===== config.mk =====
export PLATFORM = sky130hd
export DESIGN_NAME = io_uart_tx
export DESIGN_NICKNAME = d
export VERILOG_FILES = /design/src/rtl/io_uart_tx.sv
export SDC_FILE = /design/constraint.sdc
export NUM_CORES = 1
export LEC_CHECK = 0
export CAP_MARGIN = 10
export CORE_MARGIN = 4
export CORE_UTILIZATION = 42
export CTS_CLUSTER_DIAMETER = 200
export CTS_CLUSTER_SIZE = 20
export DETAILED_ROUTE_END_ITERATION = 10
export GPL_ROUTABILITY_DRIVEN = 1
export GPL_TIMING_DRIVEN = 0
export PLACE_DENSITY = 0.76
export SLEW_MARGIN = 20
export SYNTH_ARGS = -nofsm -noshare
export SYNTH_HDL_FRONTEND = slang
export SYNTH_SLANG_ARGS = --single-unit
export TNS_END_PERCENT = 20

===== constraint.sdc =====
create_clock -name clk -period 2.7 [get_ports clk]
set_input_delay 0.405 -clock clk [delete_from_list [all_inputs] [get_ports clk]]
set_output_delay 0.405 -clock clk [all_outputs]
set_load 0.02 [all_outputs]

===== src/rtl/io_uart_tx.sv =====
// io_uart_tx: memory-mapped 8N1 UART transmitter on the core IO port.
// A store to a word address with bit 1 set enqueues io_wdata[7:0]; the byte
// is serialised LSB first (start bit, 8 data bits, stop bit) on txd.
// The status word on io_rdata is {21'b0, ovf, full, busy, count[7:0]}.
//
// Optional macro UART_TX_FIFO_EN:
//   defined   - FIFO_DEPTH-entry TX FIFO (power of 2, 2..128).
//   undefined - a single holding register (effective depth 1); FIFO_DEPTH
//               is ignored.
module io_uart_tx #(
  parameter int CLK_FREQ_HZ = 27000000,
  parameter int BAUD        = 115200,
  parameter int FIFO_DEPTH  = 8
) (
  input  logic        clk,
  input  logic        reset,
  input  logic        io_wr,
  input  logic [13:0] io_wordaddr,
  input  logic [31:0] io_wdata,
  output logic [31:0] io_rdata,
  output logic        txd,
  output logic        busy
);

  // Bit period in clock cycles; the baud counter runs DIV-1 down to 0.
  localparam int DIV = CLK_FREQ_HZ / BAUD;
  localparam int BW  = (DIV > 1) ? $clog2(DIV) : 1;
  localparam logic [BW-1:0] BAUD_RELOAD = BW'(DIV - 1);

`ifdef UART_TX_FIFO_EN
  localparam int AW    = $clog2(FIFO_DEPTH);
  localparam int CW    = AW + 1;
  localparam int DEPTH = FIFO_DEPTH;
`else
  localparam int CW    = 1;
  localparam int DEPTH = 1;
  localparam int unused_fifo_depth = FIFO_DEPTH;
`endif
  localparam logic [CW-1:0] COUNT_FULL = CW'(DEPTH);

  typedef enum logic [1:0] {
    S_IDLE  = 2'd0,
    S_START = 2'd1,
    S_DATA  = 2'd2,
    S_STOP  = 2'd3
  } state_t;

  // Control state
  state_t        state_q, state_d;
  logic [BW-1:0] baud_q, baud_d;
  logic [2:0]    bit_q, bit_d;
  logic          txd_q, txd_d;
  logic [CW-1:0] count_q, count_d;
  logic          ovf_q, ovf_d;

  // Datapath state (not reset: only ever observed under control gating)
  logic [7:0]    shift_q, shift_d;
  logic [7:0]    head;

  // Handshake between the IO write decode, the buffer and the FSM
  logic          push_req;
  logic          push_ok;
  logic          pop;
  logic          full;
  logic          fifo_nonempty;
  logic [7:0]    count8;

  // Bits of the IO bus this block never looks at.
  logic unused_io;
  assign unused_io = ^{io_wdata[31:8], io_wordaddr[13:2], io_wordaddr[0]};

  // ---------------------------------------------------------------------
  // Write decode and buffer flags. A push into a full buffer still lands
  // when the FSM pops in the same cycle, because the slot frees up at the
  // same edge. Pop depends only on registered state, so there is no
  // combinational loop through push_ok.
  // ---------------------------------------------------------------------
  assign push_req      = io_wr & io_wordaddr[1];
  assign full          = (count_q == COUNT_FULL);
  assign fifo_nonempty = (count_q != '0);
  assign push_ok       = push_req & (~full | pop);
  assign ovf_d         = ovf_q | (push_req & ~push_ok);

  // Occupancy tracks accepted pushes minus pops; the shifter is not counted.
  always_comb begin
    count_d = count_q;
    unique case ({push_ok, pop})
      2'b10:   count_d = count_q + CW'(1);
      2'b01:   count_d = count_q - CW'(1);
      default: count_d = count_q;
    endcase
  end

`ifdef UART_TX_FIFO_EN
  logic [7:0]    mem_q [FIFO_DEPTH];
  logic [AW-1:0] wptr_q, rptr_q;

  // Read/write pointers wrap naturally at the power-of-2 depth.
  always_ff @(posedge clk) begin
    if (reset) begin
      wptr_q <= '0;
      rptr_q <= '0;
    end else begin
      if (push_ok) wptr_q <= wptr_q + AW'(1);
      if (pop)     rptr_q <= rptr_q + AW'(1);
    end
  end

  // Storage array; a same-cycle pop reads the old head before it is reused.
  always_ff @(posedge clk) begin
    if (push_ok) mem_q[wptr_q] <= io_wdata[7:0];
  end

  assign head = mem_q[rptr_q];
`else
  logic [7:0] hold_q;

  // Single holding register standing in for the FIFO.
  always_ff @(posedge clk) begin
    if (push_ok) hold_q <= io_wdata[7:0];
  end

  assign head = hold_q;
`endif

  // ---------------------------------------------------------------------
  // Transmit FSM. Every state lasts DIV cycles (DATA lasts DIV per bit).
  // A byte waiting at the end of STOP is popped straight into START so
  // that back-to-back frames have no idle gap.
  // ---------------------------------------------------------------------
  always_comb begin
    state_d = state_q;
    baud_d  = baud_q;
    bit_d   = bit_q;
    shift_d = shift_q;
    pop     = 1'b0;
    unique case (state_q)
      S_IDLE: begin
        if (fifo_nonempty) begin
          pop     = 1'b1;
          shift_d = head;
          baud_d  = BAUD_RELOAD;
          state_d = S_START;
        end
      end
      S_START: begin
        if (baud_q == '0) begin
          baud_d  = BAUD_RELOAD;
          bit_d   = 3'd0;
          state_d = S_DATA;
        end else begin
          baud_d = baud_q - BW'(1);
        end
      end
      S_DATA: begin
        if (baud_q == '0) begin
          baud_d  = BAUD_RELOAD;
          shift_d = {1'b0, shift_q[7:1]};
          if (bit_q == 3'd7) begin
            state_d = S_STOP;
          end else begin
            bit_d = bit_q + 3'd1;
          end
        end else begin
          baud_d = baud_q - BW'(1);
        end
      end
      S_STOP: begin
        if (baud_q == '0) begin
          baud_d = BAUD_RELOAD;
          if (fifo_nonempty) begin
            pop     = 1'b1;
            shift_d = head;
            state_d = S_START;
          end else begin
            state_d = S_IDLE;
          end
        end else begin
          baud_d = baud_q - BW'(1);
        end
      end
      default: state_d = S_IDLE;
    endcase
  end

  // Line level follows the state being entered, so txd is a clean register.
  always_comb begin
    txd_d = 1'b1;
    unique case (state_d)
      S_START: txd_d = 1'b0;
      S_DATA:  txd_d = shift_d[0];
      default: txd_d = 1'b1;
    endcase
  end

  // Control registers; reset drops any in-flight byte and flushes the buffer.
  always_ff @(posedge clk) begin
    if (reset) begin
      state_q <= S_IDLE;
      baud_q  <= '0;
      bit_q   <= 3'd0;
      txd_q   <= 1'b1;
      count_q <= '0;
      ovf_q   <= 1'b0;
    end else begin
      state_q <= state_d;
      baud_q  <= baud_d;
      bit_q   <= bit_d;
      txd_q   <= txd_d;
      count_q <= count_d;
      ovf_q   <= ovf_d;
    end
  end

  // Shift register for the byte on the wire.
  always_ff @(posedge clk) begin
    shift_q <= shift_d;
  end

  // ---------------------------------------------------------------------
  // Outputs. Status is address decode plus registered flags only, so it
  // is ready for the core to sample one cycle after the address.
  // ---------------------------------------------------------------------
  assign count8   = 8'(count_q);
  assign busy     = (state_q != S_IDLE) | fifo_nonempty;
  assign txd      = txd_q;
  assign io_rdata = io_wordaddr[1] ? {21'b0, ovf_q, full, busy, count8} : 32'b0;

endmodule

Word level (Yosys, flattened, before mapping)
Cells that the tools add are included.

Add/sub/neg operators: 4. Eq/ne operators: 13. Multiplexer cells: 24. Bitwise logic cells: 8. Reduce and logical (&&, ||, !) cells: 9.

Operator list (count): 8-bit two-way mux (5); 8-bit case mux with 3 select lines (1); 8-bit case mux with 2 select lines (1); 11-bit two-way mux (1); 2-bit two-way mux (5); 2-bit != test, second input constant (5); 3-bit two-way mux (3); 2-bit equality test, second input constant (4); 8-bit logical NOT (1); 2-bit case mux with 4 select lines (1); 8-bit by 1-bit subtractor with 8-bit output, second input constant (1); 2-bit by 1-bit equality test with 1-bit output, second input constant (3); 1-bit case mux with 2 select lines (3); 3-bit case mux with 2 select lines (1); 2-bit nonzero test (3); 4-bit AND reduction (1); 3-bit by 1-bit adder with 3-bit output, second input constant (1); 1-bit bitwise AND (3); 3-bit equality test, second input constant (1); 1-bit two-way mux (3); 1-bit OR (3); 3-bit AND reduction (1); 3-bit nonzero test (1); 3-bit OR reduction (1); 4 further kinds (5).

Register bits: 32. Input port bits: 49. Logic and storage cells: 67.

Logic depth before layout (Yosys ltp)
Depth in word-level cells: 8. Gate-level depth with buffers: 8. Gate-level depth less buffers: 8.

Worst setup path before layout
No wires, ideal clock.

Kind: register to register. From: register baud_q[0]. To: register hold_q[0] (netlist: head[0]) (enable). Setup time: 0.373 ns. Arrival: 1.844 ns. Setup slack: 0.483 ns. Stages on the path, launching flop included: 7. Period minus slack after synthesis: 2.217 ns. Cells stage by stage: dfxtp_1 > inv_1 > ha_1 > nor4b_2 > a31oi_1 > o21ai_0 > nor2b_1.

Word-level cells in the longest chain between the ends: 5.

RTL lines: start: declaration (line 50) `logic [BW-1:0] baud_q, baud_d;`; start signal: assignment (line 207) `baud_q <= baud_d;`; 8-bit logical NOT (line 169) `if (baud_q == '0) begin`; 1-bit two-way mux (line 169); 1-bit case mux with 2 select lines (line 137) `unique case (state_q)`; 1-bit OR (line 81) `assign push_ok = push_req & (~full | pop);`; 1-bit bitwise AND (line 81); via push_ok (line 62) `logic push_ok;`; end signal: assignment (line 120) `if (push_ok) hold_q <= io_wdata[7:0];`; end: declaration (line 116) `logic [7:0] hold_q;`.

The timed path passes the listed nets, and every way through them passes these cells. A chain may end at the register's enable or synchronous reset.

Final worst setup path
From: register baud_q[0]. To: register shift_q[5] (enable).

Word-level cells in the longest chain between the ends: 3. Elaborated cells between the ends (all ways): 4.

RTL lines: 8-bit logical NOT (*) (line 156, 169); 2-bit != test (no line); 3-bit AND reduction (no line) (*); end signal: assignment (line 217) `shift_q <= shift_d;`; end: declaration (line 57) `logic [7:0] shift_q, shift_d;`.

Mark *: on every way between the ends. The rest lies on a longest branch, timed or not.

==> reports/metrics.json <==
{
  "finish.net_count": {"value": 305},
  "crit-reg2reg-capture": {"value": "shift_q[5]$_DFFE_PP_"},
  "final-setup-viol-count": {"value": 0},
  "clk_transition_reported_paths": {"value": 0.06, "unit": "ns"},
  "cts_buffers": {"value": 5},
  "powerDensity": {"value": 702, "unit": "nW/µm²"},
  "mappedNetlistArea": {"value": 1890, "unit": "µm²"},
  "post-dp-hpwl": {"value": 2.57, "unit": "mm"},
  "cts_post_setup_buffers_inserted": {"value": 0},
  "fp.dieW": {"value": 75.0, "unit": "µm"},
  "r2r.worst_path.cells": {"value": 7},
  "buffer_ports.inserted": {"value": 16},
  "crit_required": {"value": 2.61, "unit": "ns"},
  "viasPerCell": {"value": 4.86},
  "slew_headroom": {"value": 0.473},
  "die-area": {"value": 5630, "unit": "µm²"},
  "finalHoldWorstSlack": {"value": 0.457, "unit": "ns"},
  "maxClockFrequency": {"value": 383, "unit": "MHz"},
  "postRouteAntennaNets": {"value": 0},
  "final_critical_path_setup_slack": {"value": 0.0889, "unit": "ns"},
  "avgSynthCellArea": {"value": 9.53, "unit": "µm²"},
  "p_leak": {"value": 0.00101, "unit": "µW"},
  "peakVddDrop": {"value": 0.000506, "unit": "V"},
  "post-route-drc-count": {"value": 0},
  "dp_slack": {"value": -0.0611, "unit": "ns"},
  "final.min_clock_period": {"value": 2.61, "unit": "ns"},
  "cts_root_buffer": {"value": "sky130_fd_sc_hd__clkbuf_8"},
  "area_growth": {"value": 23.7, "unit": "%"},
  "cts_tree": {"value": "built"},
  "i_o_pin_count": {"value": 83},
  "grt_pass1_wl": {"value": 5.65, "unit": "mm"},
  "start_util": {"value": 0.433},
  "core_area": {"value": 4350, "unit": "µm²"},
  "ys_ff_latch": {"value": 32},
  "post_route_cells_drive_above_1_share": {"value": 0.193},
  "worstHoldPathCells": {"value": 2},
  "ys_dominant_reg_cell": {"value": "sky130_fd_sc_hd__dfxtp_1"},
  "worst-slew-pin-transition": {"value": 0.787, "unit": "ns"},
  "critical_path_peak_fanout": {"value": 10},
  "synth_enable_flop_cells": {"value": 15},
  "cts.hold.buffers_added": {"value": 0},
  "endpoint_kind": {"value": "flop"},
  "cts_num_sinks": {"value": 32},
  "critical_path.startpoint_type": {"value": "flop"},
  "timing.setup.tns": {"value": 0, "unit": "ns"},
  "initialDrtViolationCount": {"value": 82},
  "routed_wire_length_per_instance": {"value": 11.8, "unit": "µm"},
  "hp-start": {"value": "bit_q[1]$_SDFFE_PP0P_"},
  "globalRouteTotalUtil": {"value": 0.133},
  "worstSkewPairLatency": {"value": 0.28, "unit": "ns"},
  "r2r_start": {"value": "baud_q[0]$_SDFFE_PP0N_"},
  "synth_area_leader_cell": {"value": "sky130_fd_sc_hd__edfxtp_1"},
  "timing.setup.critical_path_class": {"value": "reg -> reg"},
  "maxCapViolCount": {"value": 0},
  "yosys-top-cells-count": {"value": "sky130_fd_sc_hd__buf_4, sky130_fd_sc_hd__nor2_1, sky130_fd_sc_hd__dfxtp_1"},
  "yosys.cell_count.top_type": {"value": "sky130_fd_sc_hd__buf_4"},
  "finalClockSkew": {"value": 0.00644, "unit": "ns"},
  "crit_arrival": {"value": 2.52, "unit": "ns"},
  "final.period_utilization": {"value": 0.967},
  "synth-warning-count": {"value": 0},
  "routed-via-count": {"value": 1463},
  "grt_max_degree": {"value": 11},
  "placementRows": {"value": 24},
  "final_hold_viol_count": {"value": 0},
  "synth-seq-area-share": {"value": 0.419},
  "n_antenna_cell": {"value": 0},
  "min_to": {"value": "bit_q[1]$_SDFFE_PP0P_"},
  "post_synth_inst_count": {"value": 198},
  "globalRouteOverflowTotal": {"value": 0},
  "report.final.slew_viol_count": {"value": 0},
  "cts-root-to-sink-buffers": {"value": 2},
  "grt_pass1_vias": {"value": 1233},
  "gpl.final_weighted_congestion": {"value": 0.897},
  "dr.pass1.iters": {"value": 4},
  "synth_top_area_frac": {"value": 0.239},
  "asyncSetResetFlopFracSynth": {"value": 0},
  "h_tree_level_count": {"value": 2},
  "finalWirelength": {"value": 3.54, "unit": "mm"},
  "reg2reg_setup_slack": {"value": 0.09, "unit": "ns"},
  "hp-class": {"value": "reg -> reg"},
  "post_synthesis_cell_type_count": {"value": 45},
  "rsz_0062_raised_after_global_routing": {"value": "true"},
  "netlist_top_cells_area": {"value": "sky130_fd_sc_hd__edfxtp_1, sky130_fd_sc_hd__dfxtp_1, sky130_fd_sc_hd__buf_4"},
  "vert_die_dim": {"value": 75.0, "unit": "µm"},
  "run_status": {"value": "finished clean"},
  "number_of_antenna_violations_at_the_first_check_in_global_routing": {"value": 0}
}
[timing repair]
item                                   in CTS  in global routing
gates resized for setup                     2                  3
setup endpoints to repair                   9                 17
endpoints found under the hold margin       0                  0
pin swaps                                   0                  0
[how the worst max path moves through the flow]
stage / start / end / slack [ns] / cells after the start
finish: baud_q[0]$_SDFFE_PP0N_ / shift_q[5]$_DFFE_PP_ / 0.09 / 7
global placement: baud_q[0]$_SDFFE_PP0N_ / head[2]$_DFFE_PP_ / -0.07 / 6
CTS: baud_q[0]$_SDFFE_PP0N_ / shift_q[7]$_DFFE_PP_ / 0.04 / 7
floorplan: baud_q[0]$_SDFFE_PP0N_ / head[0]$_DFFE_PP_ / 0.48 / 6
global route: baud_q[0]$_SDFFE_PP0N_ / shift_q[2]$_DFFE_PP_ / -0.08 / 7
detailed placement: baud_q[0]$_SDFFE_PP0N_ / head[1]$_DFFE_PP_ / -0.06 / 6
[metal layers]
layer	part of all wire	vias to the layer above	track usage
met4	0.022	0	0.0810
met5	0	-	0
met1	0.44	654	0.176
met3	0.079	7	0.0280
li1	-	749	-
met2	0.45	53	0.199
[cells by family after synthesis]
family                     share of synthesized area
AOI/OAI and AO/OA                              0.142
xor gates and xnor gates                      0.0139
adders and majority gates                     0.0531
buffers and inverters                          0.145
DFF                                            0.419
muxes                                         0.0424
other                                        0.00199
and+or+nand+nor                                0.182
[final cells by class]
class                      count  area, µm²
tap                           52       65.1
multi-input combinational    149        933
fill                         400       2020
buffer                        36        245
clock inverter                 2       35.0
clock buffer                   6       72.6
timing repair buffer          16        160
inverter                       8       30.0
sequential                    32        792
[where the power goes]
| part | switching [µW] | internal [µW] | total, µW |
|---|---|---|---|
| combinational | 291 | 215 | 506 |
| sequential | 68.4 | 622 | 691 |
| clock | 168 | 273 | 441 |
[critical path, cell delays in order (launching register included)]
cell and delay, ns:
sky130_fd_sc_hd__dfxtp_1 0.33, sky130_fd_sc_hd__inv_1 0.08, sky130_fd_sc_hd__ha_1 0.24, sky130_fd_sc_hd__or4b_4 0.53
sky130_fd_sc_hd__nor2_8 0.18, sky130_fd_sc_hd__buf_1 0.39, sky130_fd_sc_hd__nand2_1 0.10, sky130_fd_sc_hd__o21ai_1 0.40
[layout by cell type (no fill, tap or decap), drive strengths merged, types with 3 or more instances in the layout]
cell type,count
nor3,3
mux2i,8
a21oi,9
nor2b,3
conb,28
ha,8
dfxtp,17
nor2,25
inv,8
and2,5
clkdlybuf4s50,16
or3,3
edfxtp,15
clkbuf,11
o21ai,6
nand2,10
buf,31
a31oi,8
[flip-flops by register name, summed over array words and instances (netlist names)]
signal and count:
baud_q 8, bit_q 3, count_q 1, head 8, ovf_q 1, shift_q 8, state_q 2, txd 1
[metrics by stage]
step | instance area (µm²) | total power (µW) | cells | util
5_1_grt | 2330 | 1750 | 301 | 0.536
3_5_place_dp | 2210 | 1200 | 293 | 0.508
2_1_floorplan | 1990 | 1080 | 225 | -
3_3_place_gp | 2210 | 1190 | 293 | 0.508
4_1_cts | 2330 | 1650 | 301 | 0.534
6_report | 2330 | 1640 | 301 | 0.536
No activity file was read; power rests on OpenSTA's default activity.
